$ cat config.mk
export PLATFORM = sky130hd
export DESIGN_NAME = reg_file_sb
export DESIGN_NICKNAME = d
export VERILOG_FILES = /design/src/rtl/regfile_pkg.sv /design/src/rtl/reg_scoreboard.sv /design/src/rtl/reg_file_sb.sv
export SDC_FILE = /design/constraint.sdc
export NUM_CORES = 2
export LEC_CHECK = 0
export ABC_AREA = 1
export BUFFER_PORTS_ARGS = -buffer_cell sky130_fd_sc_hd__buf_2
export CAP_MARGIN = 25
export CORE_MARGIN = 1
export CORE_UTILIZATION = 40
export CTS_CLUSTER_DIAMETER = 100
export DETAILED_ROUTE_END_ITERATION = 12
export PLACE_DENSITY = 0.55
export SYNTH_ARGS = -nofsm -noshare
export SYNTH_HDL_FRONTEND = slang
export SYNTH_SLANG_ARGS = --single-unit
$ cat constraint.sdc
create_clock -name clk_i -period 7.8 [get_ports clk_i]
set_input_delay 0 -clock clk_i [delete_from_list [all_inputs] [get_ports clk_i]]
set_output_delay 0 -clock clk_i [all_outputs]
set_load 0.005 [all_outputs]
$ cat src/rtl/regfile_pkg.sv
// Shared sizing defaults and address type for the scoreboarded register file.
package regfile_pkg;

   localparam int unsigned XLEN_DEF  = 32;
   localparam int unsigned DEPTH_DEF = 32;
   localparam int unsigned AW_DEF    = $clog2(DEPTH_DEF);
   localparam int unsigned ZERO_IDX  = 0;

   typedef logic [AW_DEF-1:0] reg_addr_t;

endpackage

$ cat src/rtl/reg_scoreboard.sv
// Per-register pending-write tracking plus the write-to-idle-register pulse.
module reg_scoreboard
   import regfile_pkg::*;
#(
   parameter int unsigned DEPTH    = DEPTH_DEF,
   parameter int unsigned AW       = $clog2(DEPTH),
   parameter int unsigned ZERO_REG = 1
) (
   input  logic             clk_i,
   input  logic             rst_i,
   input  logic             wr_en_i,
   input  logic [AW-1:0]    wr_addr_i,
   input  logic             issue_en_i,
   input  logic [AW-1:0]    issue_addr_i,
   output logic [DEPTH-1:0] busy_vec_o,
   output logic             wb_nobusy_o
);

   logic [DEPTH-1:0] busy_d, busy_q;
   logic             nobusy_d, nobusy_q;
   logic             wr_ok, iss_ok;
   logic [DEPTH-1:0] zero_mask;

   assign wr_ok  = wr_en_i && !((ZERO_REG != 0) && (wr_addr_i == AW'(ZERO_IDX)));
   assign iss_ok = issue_en_i && !((ZERO_REG != 0) && (issue_addr_i == AW'(ZERO_IDX)));

   // Issue is applied after the write clear so a same-cycle re-reservation wins.
   always_comb begin
      busy_d = busy_q;
      if (wr_ok) begin
         busy_d[wr_addr_i] = 1'b0;
      end
      if (iss_ok) begin
         busy_d[issue_addr_i] = 1'b1;
      end
      nobusy_d = wr_ok && !busy_q[wr_addr_i];
   end

   always_ff @(posedge clk_i) begin
      if (rst_i) begin
         busy_q   <= '0;
         nobusy_q <= 1'b0;
      end else begin
         busy_q   <= busy_d;
         nobusy_q <= nobusy_d;
      end
   end

   assign zero_mask   = (ZERO_REG != 0) ? DEPTH'(1) : '0;
   assign busy_vec_o  = busy_q & ~zero_mask;
   assign wb_nobusy_o = nobusy_q;

endmodule

$ cat src/rtl/reg_file_sb.sv
// Clocked register file with async read ports and busy scoreboard.
// Define REG_FILE_SB_BYPASS_EN for same-cycle write-to-read forwarding.
module reg_file_sb
   import regfile_pkg::*;
#(
   parameter int unsigned XLEN     = XLEN_DEF,
   parameter int unsigned DEPTH    = DEPTH_DEF,
   parameter int unsigned AW       = $clog2(DEPTH),
   parameter int unsigned NRD      = 2,
   parameter int unsigned ZERO_REG = 1
) (
   input  logic                clk_i,
   input  logic                rst_i,
   input  logic [NRD*AW-1:0]   rd_addr_i,
   output logic [NRD*XLEN-1:0] rd_dat_o,
   output logic [NRD-1:0]      rd_busy_o,
   input  logic                wr_en_i,
   input  logic [AW-1:0]       wr_addr_i,
   input  logic [XLEN-1:0]     wr_dat_i,
   input  logic                issue_en_i,
   input  logic [AW-1:0]       issue_addr_i,
   output logic [DEPTH-1:0]    busy_vec_o,
   output logic                wb_nobusy_o
);

   logic [XLEN-1:0] mem_q [DEPTH];
   logic            wr_ok;
   logic [AW-1:0]   addr;

   assign wr_ok = wr_en_i && !((ZERO_REG != 0) && (wr_addr_i == AW'(ZERO_IDX)));

   always_ff @(posedge clk_i) begin
      if (rst_i) begin
         for (int i = 0; i < DEPTH; i++) begin
            mem_q[i] <= '0;
         end
      end else if (wr_ok) begin
         mem_q[wr_addr_i] <= wr_dat_i;
      end
   end

   reg_scoreboard #(
      .DEPTH    (DEPTH),
      .AW       (AW),
      .ZERO_REG (ZERO_REG)
   ) u_scoreboard (
      .clk_i        (clk_i),
      .rst_i        (rst_i),
      .wr_en_i      (wr_en_i),
      .wr_addr_i    (wr_addr_i),
      .issue_en_i   (issue_en_i),
      .issue_addr_i (issue_addr_i),
      .busy_vec_o   (busy_vec_o),
      .wb_nobusy_o  (wb_nobusy_o)
   );

   always_comb begin
      rd_dat_o  = '0;
      rd_busy_o = '0;
      addr      = '0;
      for (int k = 0; k < NRD; k++) begin
         addr = rd_addr_i[k*AW +: AW];
         if (!((ZERO_REG != 0) && (addr == AW'(ZERO_IDX)))) begin
            rd_dat_o[k*XLEN +: XLEN] = mem_q[addr];
            rd_busy_o[k]             = busy_vec_o[addr];
`ifdef REG_FILE_SB_BYPASS_EN
            // Forwarded data is final unless the same register is re-reserved this cycle.
            if (wr_ok && (addr == wr_addr_i)) begin
               rd_dat_o[k*XLEN +: XLEN] = wr_dat_i;
               rd_busy_o[k]             = issue_en_i && (issue_addr_i == wr_addr_i);
            end
`endif
         end
      end
   end

endmodule

== Word level (Yosys, flattened, before mapping) ==
Memory sizes are Yosys's and may differ from the RTL's.
Index checks and enable logic that the tools add are counted.

* Input port bits: 56
* Memory bits (writable): 1,024
* Memories kept: 1
* Flip-flop bits (word level): 33
* Output and inout bits: 99
* Word-level logic and storage cells: 49

* $lt $le $gt $ge: 6
* Bitwise logic cells: 3
* Reductions and logical operators: 13
* Mux-type cells: 24

{| class="wikitable"
|+ Memories
! name !! words !! bits a word !! rd ports !! clocked after Yosys merged registers in !! write ports !! line !! RTL
|-
| mem_q || 32 || 32 || 2 || 0 || 32 || reg_file_sb.sv:26 || <nowiki>logic [XLEN-1:0] mem_q [DEPTH];</nowiki>
|}

{| class="wikitable"
|+ Operators with widths
! operator !! number
|-
| $mux 32 || 5
|-
| $and 32x32->32 || 1
|-
| $not 32->32 || 1
|-
| $or 32x32->32 || 1
|-
| $reduce_or 32->1 || 1
|-
| $lt 5x6->1 const B || 4
|-
| $logic_not 5->1 || 4
|-
| $bmux 1 s5 || 3
|-
| $mux 1 || 13
|-
| $demux 1 s5 || 2
|-
| $ge 5x1->1 const B || 2
|-
| $logic_and 1x1->1 || 5
|-
| $mux 5 || 1
|-
| $logic_not 1->1 || 3
|}

== Longest topological paths before layout ==
* Depth in word-level cells: 9
* Gate-level depth with buffers: 12
* Mapped depth without buffers: 10

== By module ==
Synthesis repeated with hierarchy kept, for this count alone.

* Cells, all modules: 7,704
* Area total of the unflattened synthesis: 59,235.6 µm²

{| class="wikitable"
|+ Modules (own cells, without submodules)
! module !! seq. area each (µm²) !! times used !! cells each !! area an instance (µm²)
|-
| reg_file_sb || 30,749.5 || 1 || 7,405 || 57,295.0
|-
| reg_scoreboard || 660.6 || 1 || 299 || 1,940.6
|}

== Least setup slack after synthesis ==
Ideal clock, no wire load.

* Path kind: input to register
* Start point: in wr_addr_i[0]
* End point: mem mem_q[1][0] (netlist name), enable pin
* Path buffers: 1
* Slack: 4.549 ns
* Data required time: 7.332 ns
* Setup time: 0.468 ns
* Cell stages on the path: 5
* Data arrival time: 2.783 ns
* Cell sequence: buf_2 > nand2_1 > inv_2 > nand2_1 > o21ai_0

{| class="wikitable"
|+ RTL lines
! item !! line !! RTL
|-
| start: declaration || reg_file_sb.sv:18 || <nowiki>input logic [AW-1:0] wr_addr_i,</nowiki>
|-
| end: declaration || reg_file_sb.sv:26 ||
|}

== Final worst setup path ==
* Start point: in rd_addr_i[0]
* End point: out rd_dat_o[25]

* Word-level cells in the longest chain between the ends: 2
* Elaborated cells between the ends (all ways): 3
* Classes of those cells: mux: 1; reduce/logical: 1; memory: 1

{| class="wikitable"
|+ Ends and longest elaborated chain
! item !! line !! RTL
|-
| start: declaration || reg_file_sb.sv:14 || <nowiki>input logic [NRD*AW-1:0] rd_addr_i,</nowiki>
|-
| $mem_v2 32x32 or $logic_not 5->1 (tied branches) || n/a ||
|-
| $mux 32 * || reg_file_sb.sv:63 || <nowiki>if (!((ZERO_REG != 0) && (addr == AW'(ZERO_IDX)))) begin</nowiki>
|-
| end: declaration || reg_file_sb.sv:15 || <nowiki>output logic [NRD*XLEN-1:0] rd_dat_o,</nowiki>
|}

Mark *: on every way between the ends. The rest lies on a longest branch, timed or not.

==> flow_metrics.py <==
metrics = {
    "clocking": {
        "cts_buffer_depth": 3,
        "clock_sinks": 1057,
        "clk_latency_ns": 0.76,
        "cts_htree_levels": 3,
        "post_cts_buffers": 0,
        "cts_tree": "done",
        "root_buffer": "clkbuf_16",
        "cts_inserted_buffers": 118,
        "path_clk_slew_ns": 0.06,
    },
    "drt": {
        "wl_met2_um": 109000,
        "routed.top_layer": "met5",
        "vias": 55800,
        "drc": 0,
        "drtIter0Drc": 7847,
        "vias_per_cell": 5.93,
        "antenna_left": 0,
        "wl_um": 248000,
        "routedWlPerCell_um": 26.4,
        "dr.pass1.iters": 6,
        "m1WireLength_um": 96400,
        "wl_met3_um": 29400,
    },
    "global_routing": {
        "grt_pass1_wl_um": 356000,
        "grt_usage": 0.327,
        "grt_pass1_vias": 52000,
        "grt_max_degree": 173,
        "grt-ovfl-total": 0,
        "antenna_found_initial": 3,
    },
    "place": {
        "place_area_um2": 60600,
        "place_ws_ns": 4.25,
        "dpl.hpwl_um": 127000,
        "portBuffers": 153,
        "place.gp.congestion": 0.920,
    },
    "sta": {
        "post-route-period-util": 0.478,
        "setup_violations": 0,
        "tightest_slew_ns": 1.22,
        "finalSetupTns_ns": 0,
        "max_freq_ghz": 0.268,
        "relSlewSlack": 0.187,
        "fin_skew_ns": 0.0126,
        "hold_viol": 0,
        "finalMaxSlewViolations": 0,
        "finalWorstSetupSlack_ns": 4.07,
        "rsz0062_at_grt": "no",
        "layout_min_cycle_time_ns": 3.73,
    },
    "floorplan": {
        "rows": 140,
        "die_area_um2": 149000,
        "pin_count": 155,
        "core_um2": 146000,
        "die_y_um": 386,
        "die_width_um": 386,
        "initial_core_util": 0.404,
    },
    "power_and_ir_drop": {
        "p_leak_nw": 26.9,
        "pwr-share-clk": 0.389,
        "powerDensity_nw_per_um2": 219,
        "seq_power_share": 0.471,
        "irDropWorstVdd_uv": 188,
        "swShare": 0.288,
        "p_int_mw": 10.1,
        "comb_power_share": 0.140,
        "p_switching_mw": 4.09,
        "total_power_mw": 14.2,
    },
    "synthesis": {
        "syn_area_um2": 59000,
        "synth_area_per_cell_um2": 7.79,
        "synth_area_leaders": "edfxtp_1, nand2_1, nand3_1",
        "synth_seq_area_share": 0.532,
        "synth_top_area_frac": 0.521,
        "ys_warn_count": 0,
        "syn_inst": 7578,
        "synth_seq_cells": 1057,
        "yosys.area.top_type": "edfxtp_1",
        "yosysUniqueCellTypes": 32,
    },
    "job": {
        "maxCapViolCount": 0,
    },
    "worst_setup_path": {
        "cp_cell_sequence": "buf_8 > buf_4 > buf_4 > nor2_1 > nor2_1 > o21ai_0 > o21ai_0 > nor2_1 > nor2_1 > nor2_1 > nor2_1 > buf_2",
        "crit_type": "primary input to output port",
        "worstSetupEndpointType": "output port",
        "cpMaxStageDelayCell": "buf_4",
        "slowest_delay_ns": 0.95,
        "startpoint_type": "primary input",
        "cp_max_fo": 86,
        "crit_required_ns": 7.80,
        "crit_arrival_ns": 3.73,
        "cpMostUsedCell": "nor2_1",
    },
    "run_status": {
        "status": "finished, final reports clean",
    },
    "layout": {
        "register_area_um2": 31400,
        "layout-drive-gt1-share": 0.0763,
        "multiInputGateArea_um2": 24300,
        "nFillCells": 14400,
        "nets": 7444,
        "area.growth.synth_to_final_pct": 9.98,
        "final_util": 0.444,
        "final_area_um2": 64900,
    },
    "worst_hold_path": {
        "hp-class": "primary input to flip-flop",
    },
}
kinds of logic (layout without fill, tap and decap cells):
logic type | Yosys count | in the layout | share of synthesized area
AOI/OAI and AO/OA | 310 | 310 | 0.0271
and+or+nand+nor | 5410 | 5410 | 0.379
DFF | 1057 | 1057 | 0.532
other | 1 | 35 | 0.0000636
buffers and inverters | 800 | 676 | 0.0612
synthesized netlist by cell type:
cell      count
nand3_2      15
nor2_1     1275
conb_1        1
inv_2        11
o22ai_1      12
edfxtp_1   1024
nor2_4        2
a22oi_1       4
inv_1        94
nor3_2        1
o211ai_1      4
dfxtp_1      33
buf_4        45
o21ai_2       1
nand3_1    1453
buf_6        12
clkinv_2      1
clkbuf_1    304
inv_4         1
nor2_2       15
clkinv_1      4
buf_1        54
o32ai_1       2
buf_2       274
o21ai_0     159
a21oi_1     113
o21ai_1      15
nor3_4        4
nand3_4       3
nand2_1    2635
nand4_1       5
nor3_1        2
cells in the final DEF (no fill, tap or decap), types with 5 or more instances in the layout:
| cell type | n |
|---|---|
| dlygate4sd3_1 | 53 |
| nand3_2 | 28 |
| dfxtp_1 | 33 |
| buf_8 | 5 |
| nand2_1 | 2607 |
| nand3_1 | 1437 |
| nand2_2 | 25 |
| nand4_1 | 5 |
| nor2_2 | 15 |
| nand3_4 | 6 |
| clkinv_2 | 38 |
| o21ai_1 | 15 |
| buf_2 | 145 |
| bufinv_16 | 9 |
| o21ai_0 | 156 |
| buf_4 | 132 |
| edfxtp_1 | 1024 |
| inv_6 | 6 |
| a21oi_1 | 113 |
| buf_16 | 6 |
| clkbuf_1 | 21 |
| nor2_1 | 1275 |
| o22ai_1 | 12 |
| conb_1 | 33 |
| inv_2 | 5 |
| clkbuf_16 | 120 |
| clkinv_1 | 28 |
| inv_1 | 91 |
area by class of cell:
type / count / share of cell area
inverters: 111 / 0.00719
flip-flops and latches: 1057 / 0.484
well taps: 1917 / 0.0370
clock inverters: 77 / 0.00947
diodes: 2 / 0.0000771
repair buffers: 347 / 0.0399
multi-input cells: 5753 / 0.375
clock buffers: 141 / 0.0475
registers in the layout (all words and copies together), names as in the netlist:
signal,cells
u_scoreboard.busy_q,32
u_scoreboard.wb_nobusy_o,1
mem_q,1024
power groups by stage:
| stage | Combinational, mW | Sequential (mW) | Clock, mW |
|---|---|---|---|
| 2_1_floorplan | 1.16 | 6.76 | 0 |
| 3_3_place_gp | 1.89 | 6.80 | 0 |
| 3_5_place_dp | 1.91 | 6.81 | 0 |
| 4_1_cts | 1.93 | 6.69 | 5.57 |
| 5_1_grt | 2.12 | 6.73 | 5.78 |
| 6_report | 1.99 | 6.70 | 5.54 |
final timing paths:
| kind | from | endpoint | slack (ns) | depth (start not counted) |
|---|---|---|---|---|
| worst max-delay path | rd_addr_i[0] | rd_dat_o[25] | 4.07 | 12 |
| worst min-delay path | wr_dat_i[3] | mem_q[9][3]$_SDFFCE_PN0P_ | 0.08 | 3 |
| worst max register to register | u_scoreboard.busy_q[6]$_SDFF_PP0_ | u_scoreboard.wb_nobusy_o$_SDFF_PP0_ | 5.10 | 10 |
| worst min register to register | u_scoreboard.busy_q[0]$_SDFF_PP0_ | u_scoreboard.busy_q[0]$_SDFF_PP0_ | 0.43 | 2 |
metrics by stage:
stage / hold WS, ns / std cells
detailed placement: 0.261 / 9130
floorplan: 0.0723 / 7610
global route: 0.0824 / 9403
CTS: 0.00786 / 9400
global placement: 0.262 / 9125
finish: 0.0754 / 9405
worst max-delay path, delay by kind of cell:
| kind | cells | cell delay, ns |
|---|---|---|
| and+or+nand+nor | 6 | 0.99 |
| buffers and inverters | 4 | 2.33 |
| AOI/OAI and AO/OA | 2 | 0.21 |
timing repair:
action | in CTS | in global routing
resized for setup | 0 | 0
hold endpoints to repair | 959 | 2
hold buffers | 52 | 1
routing by layer:
layer / vias to the layer above / track usage
li1: 24600 / -
met1: 26600 / 0.438
met2: 3810 / 0.500
met3: 767 / 0.0684
met4: 2 / 0.164
met5: - / 0
(Power assumes the default switching activity.)
